## src/rtl/move_selector_pkg.sv

```systemverilog
// move_selector_pkg: shared move/eval types, eval bounds and selector states
package move_selector_pkg;
  typedef logic [15:0] move_t;
  typedef logic signed [15:0] eval_t;
  localparam eval_t EVAL_NEG_INF = -16'sd32767;
  localparam eval_t EVAL_POS_INF = 16'sd32767;
  typedef enum logic [1:0] {SEL_IDLE, SEL_COLLECT, SEL_DRAIN, SEL_DONE} selector_state_t;
endpackage

```

## src/rtl/move_selector.sv

```systemverilog
// move_selector: reduces a node's (move, eval) stream to the best legal child; BETA_CUTOFF_EN adds beta cutoff
module move_selector
  import move_selector_pkg::*;
#(
  parameter int EVAL_LATENCY = 1,
  parameter int CNT_W = 8
) (
  input  logic               clk_in,
  input  logic               rst_in,
  input  logic               start_in,
  input  logic signed [15:0] beta_in,
  input  logic               gen_done_in,
  input  move_t              move_in,
  input  eval_t              eval_in,
  input  logic               valid_in,
  output logic               busy_out,
  output logic               abort_out,
  output logic               result_valid_out,
  output move_t              best_move_out,
  output eval_t              best_eval_out,
  output logic [CNT_W-1:0]   nb_legal_out,
  output logic               no_legal_out,
  output logic               cutoff_out
);
  localparam int DW = $clog2(EVAL_LATENCY + 2);
  selector_state_t state_q, state_d;
  logic [DW-1:0] drain_q, drain_d;
  move_t best_move_q, best_move_d;
  eval_t best_eval_q, best_eval_d;
  logic [CNT_W-1:0] nb_q, nb_d;
  logic no_legal_q, no_legal_d, sample, hit;
`ifdef BETA_CUTOFF_EN
  eval_t beta_q, beta_d;
  logic cut_q, cut_d;
`else
  logic unused_beta;
  assign unused_beta = ^beta_in;
`endif
  always_comb begin
    sample = valid_in && !start_in && (state_q == SEL_COLLECT || state_q == SEL_DRAIN);
`ifdef BETA_CUTOFF_EN
    hit = sample && (eval_in >= beta_q);
    beta_d = start_in ? beta_in : beta_q;
    cut_d = start_in ? 1'b0 : (cut_q || hit);
`else
    hit = 1'b0;
`endif
    state_d = state_q;
    drain_d = drain_q;
    best_move_d = best_move_q;
    best_eval_d = best_eval_q;
    nb_d = nb_q;
    no_legal_d = no_legal_q;
    if (start_in) begin
      state_d = SEL_COLLECT;
      drain_d = DW'(EVAL_LATENCY);
      best_move_d = '0;
      best_eval_d = EVAL_NEG_INF;
      nb_d = '0;
      no_legal_d = 1'b0;
    end else begin
      if (hit || (sample && eval_in > best_eval_q)) begin
        best_move_d = move_in;
        best_eval_d = eval_in;
      end
      if (sample && !(&nb_q)) nb_d = nb_q + 1'b1;
      if (hit) state_d = SEL_DONE;
      else if (state_q == SEL_COLLECT && gen_done_in) state_d = (EVAL_LATENCY == 0) ? SEL_DONE : SEL_DRAIN;
      else if (state_q == SEL_DRAIN) begin
        drain_d = drain_q - 1'b1;
        state_d = (drain_q <= DW'(1)) ? SEL_DONE : SEL_DRAIN;
      end else if (state_q == SEL_DONE) state_d = SEL_IDLE;
      if (state_d == SEL_DONE) no_legal_d = (nb_d == '0);
    end
  end
  always_ff @(posedge clk_in) begin
    if (rst_in) begin
      state_q <= SEL_IDLE;
      drain_q <= '0;
      best_move_q <= '0;
      best_eval_q <= EVAL_NEG_INF;
      nb_q <= '0;
      no_legal_q <= 1'b0;
`ifdef BETA_CUTOFF_EN
      beta_q <= EVAL_POS_INF;
      cut_q <= 1'b0;
`endif
    end else begin
      state_q <= state_d;
      drain_q <= drain_d;
      best_move_q <= best_move_d;
      best_eval_q <= best_eval_d;
      nb_q <= nb_d;
      no_legal_q <= no_legal_d;
`ifdef BETA_CUTOFF_EN
      beta_q <= beta_d;
      cut_q <= cut_d;
`endif
    end
  end
  assign busy_out = (state_q == SEL_COLLECT) || (state_q == SEL_DRAIN);
  assign result_valid_out = (state_q == SEL_DONE);
  assign best_move_out = best_move_q;
  assign best_eval_out = best_eval_q;
  assign nb_legal_out = nb_q;
  assign no_legal_out = no_legal_q;
`ifdef BETA_CUTOFF_EN
  assign abort_out = hit;
  assign cutoff_out = cut_q;
`else
  assign abort_out = 1'b0;
  assign cutoff_out = 1'b0;
`endif
endmodule
```

## config.mk

```make
export PLATFORM = sky130hd
export DESIGN_NAME = move_selector
export DESIGN_NICKNAME = d
export VERILOG_FILES = /design/src/rtl/move_selector_pkg.sv /design/src/rtl/move_selector.sv
export SDC_FILE = /design/constraint.sdc
export NUM_CORES = 1
export LEC_CHECK = 0
export BUFFER_PORTS_ARGS = -buffer_cell sky130_fd_sc_hd__buf_2
export CAP_MARGIN = 20
export CORE_MARGIN = 10
export CORE_UTILIZATION = 53
export DETAILED_ROUTE_END_ITERATION = 16
export PLACE_DENSITY = 0.86
export SYNTH_ARGS = -nofsm -noshare
export SYNTH_HDL_FRONTEND = slang
export SYNTH_SLANG_ARGS = --single-unit
```

## constraint.sdc

```tcl
create_clock -name clk_in -period 5.99 [get_ports clk_in]
set_clock_uncertainty 0.1 [all_clocks]
set_input_delay 0.599 -clock clk_in [delete_from_list [all_inputs] [get_ports clk_in]]
set_output_delay 0.599 -clock clk_in [all_outputs]
set_load 0.03 [all_outputs]
```

==> results of run 1 <==
==> power by group through the flow <==
stage	clock, mW	combinational (mW)	sequential [mW]
3_3_place_gp	0	0.0691	0.312
6_report	0.185	0.0717	0.305
3_5_place_dp	0	0.0709	0.312
2_1_floorplan	0	0.0457	0.316
4_1_cts	0.187	0.0717	0.305
5_1_grt	0.203	0.0798	0.305
==> through the flow <==
step	instances	setup WS [ns]	hold WS, ns	power, mW
after global placement	413	2.89	0.351	0.381
after CTS	421	3.06	0.369	0.564
after detailed placement	413	2.85	0.358	0.383
after global routing	421	2.85	0.394	0.588
after floorplan	299	3.60	0.360	0.362
final	421	3.06	0.365	0.562
==> registers in the layout, summed over array words and instances, names as in the netlist <==
name / flops
state_q: 2
no_legal_out: 1
best_move_out: 16
drain_q: 2
nb_legal_out: 8
best_eval_out: 16
==> how the worst min path moves through the flow <==
stage	start	end	slack, ns	cells after the start
3_3_place_gp	best_move_out[6]	best_move_out[6]	0.35	2
6_report	best_move_out[1]	best_move_out[1]	0.36	2
4_1_cts	best_move_out[0]	best_move_out[0]	0.37	2
5_1_grt	best_move_out[15]	best_move_out[15]	0.39	2
3_5_place_dp	best_move_out[0]	best_move_out[0]	0.36	2
2_1_floorplan	drain_q[1]	drain_q[1]	0.36	2
==> synth_stat cells (all sizes together) <==
library cell and count:
dfxtp 45, a21oi 44, nand3 40, o21ai 40, ha 22, inv 22
nor2 17, buf 15, nand4 7, nor3 7, clkbuf 5, nand2 5
xnor2 3, a21o 2, mux2i 2, nor4 2, o211a 2, o21a 2
xor2 2, a21boi 1, a31o 1, and2b 1, and3 1, and4 1
conb 1, nand2b 1, nor2b 1, nor3b 1, o22ai 1, o311a 1
o311ai 1, or2 1, or3b 1
==> layer usage <==
metal / part of all wire, % / global-route usage, %
met5: 0 / 0
met4: 0.44 / 3.61
met3: 10 / 6.65
met2: 47 / 26.8
met1: 43 / 18.5
==> critical path, delay by kind of cell (launching register included) <==
kind                       cells  cell delay [ns]
AOI/OAI and AO/OA              1             0.09
adders and majority gates      1             0.33
buffers and inverters          1             0.06
DFF                            1             0.40
and+or+nand+nor                4             1.81
==> logic make-up (layout without fill, tap and decap cells) <==
group,count (synthesis),after routing,share of synthesized area [%]
AO/OA/AOI/OAI,95,95,22.1
AND/OR/NAND/NOR,86,86,18.9
flip-flops,45,45,35.2
buffers and inverters,42,110,10.4
adder cells (fa/ha/maj),22,22,10.8
XOR/XNOR,5,5,1.71
multiplexers,2,2,0.783
other,1,2,0.147
==> area by class of cell <==
cell class | instances | area (um2)
fill | 423 | 1760
multi-input combinational | 212 | 1390
sequential | 45 | 901
timing repair buffer | 80 | 403
inverter | 22 | 82.6
clock buffer | 6 | 72.6
tap | 54 | 67.6
clock inverter | 2 | 10.0
==> reports/results.tsv, run 1 <==
metric	value	unit
mapped cell area	0.00256	mm2
largest net degree at the start of global routing	41	
Final Hold Viols	0	
crit path launch	state_q[0]	
Post-Syn Area per Cell	8.58	um2
Final Util	62.5	%
highest clock rate	341	MHz
Startpoint Class	flop	
Cell Int Power	0.411	mW
All-Layer GR Usage	16.0	%
PortBufs	79	
layout cell share with drive strength beyond 1	28.6	%
crit-path cells	inv_1, ha_1, or3b_1, nor3_2, nand4_2, nand3_1, a21oi_1	
Post-DP HPWL	4740	um
Crit. End Element	flop	
CTS root buf	clkbuf_8	
DR WL/cell	15.6	um
CTS Hold Bufs	0	
crit path to	best_move_out[2]	
CP Class	reg2reg	
Routed Antenna Nets	0	
setup_tns	0	ns
worst r2r dst	best_move_out[2]	
post-synthesis instance total	298	
number of synthesized register bits	45	
sequential share of the synthesized area	35.2	%
Nets	441	
post-route clock period utilization	49.0	%
crit path DAT	2.99	ns
unrepaired setup endpoints after global routing	no	
Num CTS Buffers	5	
worst slew pin tran	0.854	ns
worst reg2reg path startpoint	state_q[0]	
# Post-CTS Setup Buffers	0	
Core Box Area	0.00469	mm2
P per Cell Area	192	mW/mm2
Vias per Instance	5.63	
Placer Congestion	0.824	
commonest non-fill, non-tap cell in the layout	buf_2	
Max VDD drop	160	uV
ant diodes	0	
final cell area excluding filler cells	0.00293	mm2
most frequent cells in the layout	79 x buf_2, 45 x dfxtp_1, 44 x a21oi_1	
Worst Path Required	6.04	ns
Worst-Skew Late Latency	0.30	ns
top cell type's share of synthesized area	35.2	%
Starting DRT DRC Count	139	
WL final	6560	um
residual DRC count	0	
I/O pin count	98	
initial antenna violation count	0	
CTS clock-pin slew for the worst setup and hold paths	0.08	ns
DR vias	2369	
Worst Hold Class	reg2reg	
Sw Share	26.9	%
drt first pass iters	5	
post-CTS sizing	0	
initial core utilization	54.5	%
Max clock buf depth	2	
Worst Path Max Fanout	32	
Sw Pwr	0.151	mW
largest cells by area after synthesis	dfxtp_1 35%, ha_1 11%, a21oi_1 8.6%, nand3_1 7.8%, buf_6 4.8%	
Reg power frac	54.3	%
Die Y	89.4	um
leakage	1.26	nW
final number of max-transition violations	0	
# setup viols final	0	
Die Wd	89.4	um
Relative slew margins	42.9	%
TritonCTS clock tree	yes	
clk sinks	45	
die area	0.00800	mm2
Placed Area	0.00285	mm2
synthesis-to-layout area growth	14.6	%
reg-to-reg slack, setup	3.06	ns
Max-Cap Viols	0	
vias in the first global route	2352	
Tmin final	2.93	ns
Rows	25	
H-tree Lvls	2	
Overflow after GRT	0	
first-pass GRT wire length	10400	um
combinational share of power	12.8	%
Slowest cell on crit path	nand4_2	
Yosys cell types	44	
Clock power frac	33.0	%
Worst R2R Path Depth	7	
max incr delay on CP	0.70	ns
Syn. warnings	0	
status	complete, no violations	
Synth area leader	dfxtp_1	
Note: power is estimated with default switching activity, not from simulation.
==> inputs of run 2 (changes only) <==
--- a/config.mk
+++ b/config.mk
@@ -8,9 +8,9 @@
 export BUFFER_PORTS_ARGS = -buffer_cell sky130_fd_sc_hd__buf_2
 export CAP_MARGIN = 20
 export CORE_MARGIN = 10
-export CORE_UTILIZATION = 53
+export CORE_UTILIZATION = 44
 export DETAILED_ROUTE_END_ITERATION = 16
-export PLACE_DENSITY = 0.86
+export PLACE_DENSITY = 0.76
 export SYNTH_ARGS = -nofsm -noshare
 export SYNTH_HDL_FRONTEND = slang
 export SYNTH_SLANG_ARGS = --single-unit
==> constraint.sdc (replaced) <==
create_clock -name clk_in -period 2.55 [get_ports clk_in]
set_clock_uncertainty 0.1 [all_clocks]
set_input_delay 0.255 -clock clk_in [delete_from_list [all_inputs] [get_ports clk_in]]
set_output_delay 0.255 -clock clk_in [all_outputs]
set_load 0.03 [all_outputs]
==> run 2 against run 1 <==
Core utilization shrank 6.9 points. Non-clock buffer count rose by 9. Register-to-register slack worse by 2.8 ns. Clock power rose to 3.0 times the previous value. First-iteration DRC count is 31% lower. Critical path type unchanged. Highest routed layer unchanged.
==> reports/results.tsv, run 2 (synthesis gave the netlist of run 1 again) <==
metric	value	unit	change
status	complete, no violations		
setup_tns	0	ns	unchanged
final number of max-transition violations	0		unchanged
DR vias	2375		+0.25%
Worst-Skew Late Latency	0.30	ns	about the same
combinational share of power	12.3	%	-0.5 points
Nets	451		+2.3%
clk sinks	45		unchanged
Max clock buf depth	2		unchanged
# Post-CTS Setup Buffers	0		unchanged
Sw Pwr	0.368	mW	+140%
most frequent cells in the layout	79 x buf_2, 45 x dfxtp_1, 44 x a21oi_1		
Num CTS Buffers	5		unchanged
Reg power frac	49.6	%	-4.7 points
reg-to-reg slack, setup	0.22	ns	-2.83 ns
Vias per Instance	5.29		-6.0%
WL final	6850	um	+4.5%
Tmin final	2.33	ns	-0.606 ns
Die Wd	96.2	um	+7.6%
largest net degree at the start of global routing	33		-20%
Clock power frac	38.1	%	+5.1 points
residual DRC count	0		unchanged
Worst Path Required	2.68	ns	-3.36 ns
H-tree Lvls	2		unchanged
setup slack after layout	0.222	ns	-2.83 ns
P per Cell Area	466	mW/mm2	+140%
final cell area excluding filler cells	0.00310	mm2	+5.7%
TritonCTS clock tree	yes		
first-pass GRT wire length	11000	um	+6.4%
I/O pin count	98		unchanged
commonest non-fill, non-tap cell in the layout	buf_2		
Placed Area	0.00296	mm2	+4.0%
Max-Cap Viols	0		unchanged
initial antenna violation count	0		unchanged
Rows	27		+8.0%
layout cell share with drive strength beyond 1	30.8	%	+2.2 points
die area	0.00926	mm2	+16%
Crit. End Element	flop		
ant diodes	0		unchanged
initial core utilization	45.9	%	-8.6 points
Cell Int Power	1.08	mW	+160%
DR WL/cell	15.3	um	-2.0%
total design power	1.44	mW	+160%
Final Instance Count excl. Fillers	449		+6.7%
crit path DAT	2.46	ns	-0.53 ns
Sw Share	25.5	%	-1.4 points
Worst Hold Class	in2reg		
CTS root buf	clkbuf_8		
CTS clock-pin slew for the worst setup and hold paths	0.09	ns	about the same
post-route clock period utilization	91.3	%	+42 points
Max VDD drop	288	uV	+80%
vias in the first global route	2393		+1.7%
CP Class	reg2reg		
Startpoint Class	flop		
Post-DP HPWL	5090	um	+7.5%
Overflow after GRT	0		unchanged
All-Layer GR Usage	14.7	%	-1.2 points
PortBufs	79		unchanged
Final Hold Viols	0		unchanged
CTS Hold Bufs	0		unchanged
# setup viols final	0		unchanged
Die Y	96.2	um	+7.6%
Core Box Area	0.00557	mm2	+19%
synthesis-to-layout area growth	21.2	%	
Placer Congestion	0.839		+1.8%
Worst Path Max Fanout	15		-53%
drt first pass iters	4		-1
leakage	1.33	nW	+5.1%
Routed Antenna Nets	0		unchanged
highest clock rate	430	MHz	+26%
Starting DRT DRC Count	96		-31%
unrepaired setup endpoints after global routing	no		
# placed instances	440		+6.5%
pre-CTS WS	0.0605	ns	-2.79 ns
run 2: per-layer routing:
layer | share of wire [%] | wire (um) | track usage, %
met2 | 48 | 3290 | 26.0
met3 | 8.8 | 601 | 5.53
met5 | 0 | 0 | 0
met1 | 42 | 2900 | 16.3
met4 | 0.98 | 67 | 3.69
run 2: layout make-up:
cell class	instances	area [um2]
fill	533	2480
multi-input combinational	213	1420
sequential	45	901
timing repair buffer	89	495
tap	72	90.1
inverter	22	82.6
clock buffer	6	72.6
clock inverter	2	38.8
run 2: what timing repair did:
| action | in CTS | in global routing |
|---|---|---|
| gates resized for setup | 0 | 2 |
| hold endpoints to repair | 0 | 0 |
| setup endpoints to repair | 0 | 31 |
run 2: power by group through the flow:
stage / logic (mW) / clock network, mW / registers, mW
floorplan: 0.107 / 0 / 0.742
global placement: 0.172 / 0 / 0.732
detailed placement: 0.175 / 0 / 0.733
CTS: 0.177 / 0.564 / 0.716
global route: 0.200 / 0.587 / 0.717
finish: 0.178 / 0.549 / 0.716
run 2: worst paths after layout:
check / start / end / cells past startpoint
max: state_q[0] / best_move_out[13] / 8
min: rst_in / state_q[0] / 2
max reg2reg: state_q[0] / best_move_out[13] / 8
min reg2reg: best_move_out[12] / best_move_out[12] / 2
run 2: metrics by stage:
step,hold slack [ns],util [%]
final,0.0422,55.6
after detailed placement,0.355,53.2
after CTS,0.0297,55.2
after global routing,0.0342,55.6
after floorplan,0.224,-
after global placement,0.350,53.2
run 2: worst max-delay path, stage by stage (launching register included):
cell and delay (ns):
dfxtp_1 0.39, inv_1 0.06, ha_1 0.33, or3b_4 0.46
nor3_2 0.25, and4_4 0.30, buf_12 0.16, o21ai_1 0.07
a21oi_1 0.14
==> inputs of run 3 (changes only) <==
--- a/config.mk
+++ b/config.mk
@@ -5,12 +5,13 @@
 export SDC_FILE = /design/constraint.sdc
 export NUM_CORES = 1
 export LEC_CHECK = 0
+export ABC_AREA = 1
 export BUFFER_PORTS_ARGS = -buffer_cell sky130_fd_sc_hd__buf_2
 export CAP_MARGIN = 20
 export CORE_MARGIN = 10
-export CORE_UTILIZATION = 44
+export CORE_UTILIZATION = 54
 export DETAILED_ROUTE_END_ITERATION = 16
-export PLACE_DENSITY = 0.76
+export PLACE_DENSITY = 0.86
 export SYNTH_ARGS = -nofsm -noshare
 export SYNTH_HDL_FRONTEND = slang
 export SYNTH_SLANG_ARGS = --single-unit
==> constraint.sdc (replaced) <==
create_clock -name clk_in -period 2.95 [get_ports clk_in]
set_clock_uncertainty 0.1 [all_clocks]
set_input_delay 0.295 -clock clk_in [delete_from_list [all_inputs] [get_ports clk_in]]
set_output_delay 0.295 -clock clk_in [all_outputs]
set_load 0.03 [all_outputs]
==> run 3 against run 2 <==
Synthesized area grew 6.2%. Sequential power shrank 13%. Critical path type unchanged. Sequential cell count is the same. Largest power group unchanged.
==> reports/results.tsv, run 3 <==
metric	value	unit	change
status	complete, no violations		
Crit. End Element	flop		
vias in the first global route	2538		+6.1%
WL final	6450	um	-5.9%
top cell type's share of synthesized area	33.2	%	-2.1 points
Nets	553		+23%
CTS root buf	clkbuf_8		
Worst Path Max Fanout	63		+48
Worst R2R Path Depth	13		+5
Worst-Skew Late Latency	0.30	ns	about the same
hold endpoint	state_q[0]		
Rows	25		-7.4%
combinational share of power	18.0	%	+5.7 points
Die Y	90.9	um	-5.5%
initial antenna violation count	0		unchanged
Yosys cell types	28		-36%
leakage	1.67	nW	+26%
H-tree Lvls	2		unchanged
most common cell in the netlist	nand2_1		
Relative slew margins	60.0	%	
Max-Cap Viols	0		unchanged
hold depth	2		unchanged
most used flip-flop cell after synthesis	dfxtp_1		
Core Box Area	0.00479	mm2	-14%
crit path DAT	2.55	ns	+0.09 ns
CP Class	reg2reg		
Async S/R FF share, synth	0	%	unchanged
final number of max-transition violations	0		unchanged
layout cell share with drive strength beyond 1	20.9	%	-9.9 points
clk sinks	45		unchanged
post-CTS sizing	0		unchanged
Num CTS Buffers	5		unchanged
TritonCTS clock tree	yes		
Starting DRT DRC Count	113		+18%
CTS Hold Bufs	0		unchanged
I/O pin count	98		unchanged
worst r2r dst	best_eval_out[2]		
# Post-CTS Setup Buffers	0		unchanged
Max clock buf depth	2		unchanged
worst reg2reg path startpoint	best_eval_out[15]		
Worst Hold Class	in2reg		
initial core utilization	56.7	%	+11 points
HP Start	rst_in		
Routed Antenna Nets	0		unchanged
Cell Int Power	0.855	mW	-21%
pre-CTS WS	0.489	ns	+0.429 ns
first-pass GRT wire length	10900	um	-0.82%
sequential share of the synthesized area	33.2	%	-2.1 points
setup slack after layout	0.492	ns	+0.270 ns
Post-DP HPWL	4990	um	-1.8%
Max VDD drop	266	uV	-7.7%
Startpoint Class	flop		
Worst Path Required	3.05	ns	+0.37 ns
PortBufs	79		unchanged
die area	0.00826	mm2	-11%
worst slew pin tran	0.600	ns	
Overflow after GRT	0		unchanged
DR vias	2613		+10%
Clock power frac	30.5	%	-7.6 points
DR WL/cell	11.8	um	-23%
Post-Syn Area per Cell	6.69	um2	-22%
reg-to-reg slack, setup	0.49	ns	+0.27 ns
residual DRC count	0		unchanged
number of synthesized register bits	45		unchanged
Die Wd	90.9	um	-5.5%
Syn. warnings	0		unchanged
All-Layer GR Usage	15.3	%	+0.54 points
Vias per Instance	4.79		-9.5%
Reg power frac	51.5	%	+1.9 points
largest cells by area after synthesis	dfxtp_1 33%, nand2_1 12%, inv_1 11%, ha_1 10%, nand3_1 8.5%		
post-synthesis instance total	406		+36%
drt first pass iters	4		unchanged
Synth top cells by count	84 x nand2_1, 81 x inv_1, 46 x nand3_1		
Post-synth EDFFs	0		unchanged
setup_tns	0	ns	unchanged
# setup viols final	0		unchanged
Synth area leader	dfxtp_1		
highest clock rate	407	MHz	-5.3%
unrepaired setup endpoints after global routing	no		
post-route clock period utilization	83.3	%	-8.0 points
commonest non-fill, non-tap cell in the layout	nand2_1		
P per Cell Area	379	mW/mm2	-19%
Placer Congestion	0.872		+3.9%
mapped cell area	0.00272	mm2	+6.2%
Final Hold Viols	0		unchanged
synthesis-to-layout area growth	17.8	%	
Sw Pwr	0.356	mW	-3.2%
largest net degree at the start of global routing	64		+94%
Sw Share	29.4	%	+3.9 points
most frequent cells in the layout	84 x nand2_1, 81 x inv_1, 79 x buf_2		
ant diodes	0		unchanged
Tmin final	2.46	ns	+0.130 ns
CTS clock-pin slew for the worst setup and hold paths	0.08	ns	about the same
[run 3: cell count changes after synthesis, sizes merged, moves of 5 or more]
cell,before,now
nor3,7,0
inv,22,81
o21ai,40,3
nor2,17,48
nand2,5,89
nand3,40,47
a21oi,44,39
[run 3: logic make-up (layout without fill, tap and decap cells)]
family          count (synthesis)  in the layout  share of synthesized area, %
fa+ha+maj                      22             22                          10.1
flops                          45             45                          33.2
xor+xnor                        3              3                         0.968
simple gates                  190            190                          30.6
compound gates                 46             46                          9.12
other cells                     1              2                         0.138
buf+inv                        99            171                          15.9
[run 3: worst max-delay path by stage]
stage	slack, ns	startpoint	depth (start not counted)	endpoint
finish	0.49	best_eval_out[15]	13	best_eval_out[2]
detailed placement	0.49	eval_in[15]	13	best_eval_out[15]
global placement	0.55	eval_in[15]	13	best_eval_out[0]
floorplan	0.82	best_eval_out[15]	13	best_eval_out[3]
global route	0.26	best_eval_out[15]	13	best_move_out[3]
CTS	0.50	best_eval_out[15]	13	best_eval_out[15]
[run 3: area by class of cell]
class                   instances  area (um2)
multi-input cells             263        1400
repair buffers                 81         423
fillers                       440        1590
well taps                      67        83.8
clock buffers                   6        72.6
clock inverters                 2        10.0
inverters                      82         308
flip-flops and latches         45         901
[run 3: power by group through the flow]
stage / Sequential, mW / Clock, mW / Combinational [mW]
finish: 0.623 / 0.369 / 0.218
global route: 0.625 / 0.409 / 0.248
CTS: 0.623 / 0.384 / 0.219
detailed placement: 0.637 / 0 / 0.218
global placement: 0.637 / 0 / 0.211
floorplan: 0.650 / 0 / 0.163
[run 3: layer usage]
metal,track usage [%],vias up,part of all wire [%]
li1,-,1397,-
met3,6.23,8,8.0
met2,26.7,65,48
met1,16.6,1143,43
met4,4.57,0,1.1
met5,0,-,0
[run 3: worst max-delay path: stages, from the launching register on]
cell	delay, ns
dfxtp_1	0.37
inv_1	0.06
ha_1	0.35
nand2_2	0.10
nor2_4	0.13
nand2_1	0.07
nor2_2	0.17
nand2_2	0.10
nand3_2	0.09
nand2_2	0.06
nand2_4	0.45
nand3_1	0.17
nand2_1	0.10
nor2_1	0.04
[run 3: per-stage QoR]
step                hold slack [ns]  util (%)  area (um2)  power, mW  instances
floorplan                     0.264         -        2720      0.813        407
global placement              0.353      65.1        3120      0.848        538
detailed placement            0.355      65.1        3120      0.856        538
CTS                          0.0743      66.8        3200       1.23        546
global route                 0.0855      66.8        3200       1.28        546
finish                       0.0844      66.8        3200       1.21        546
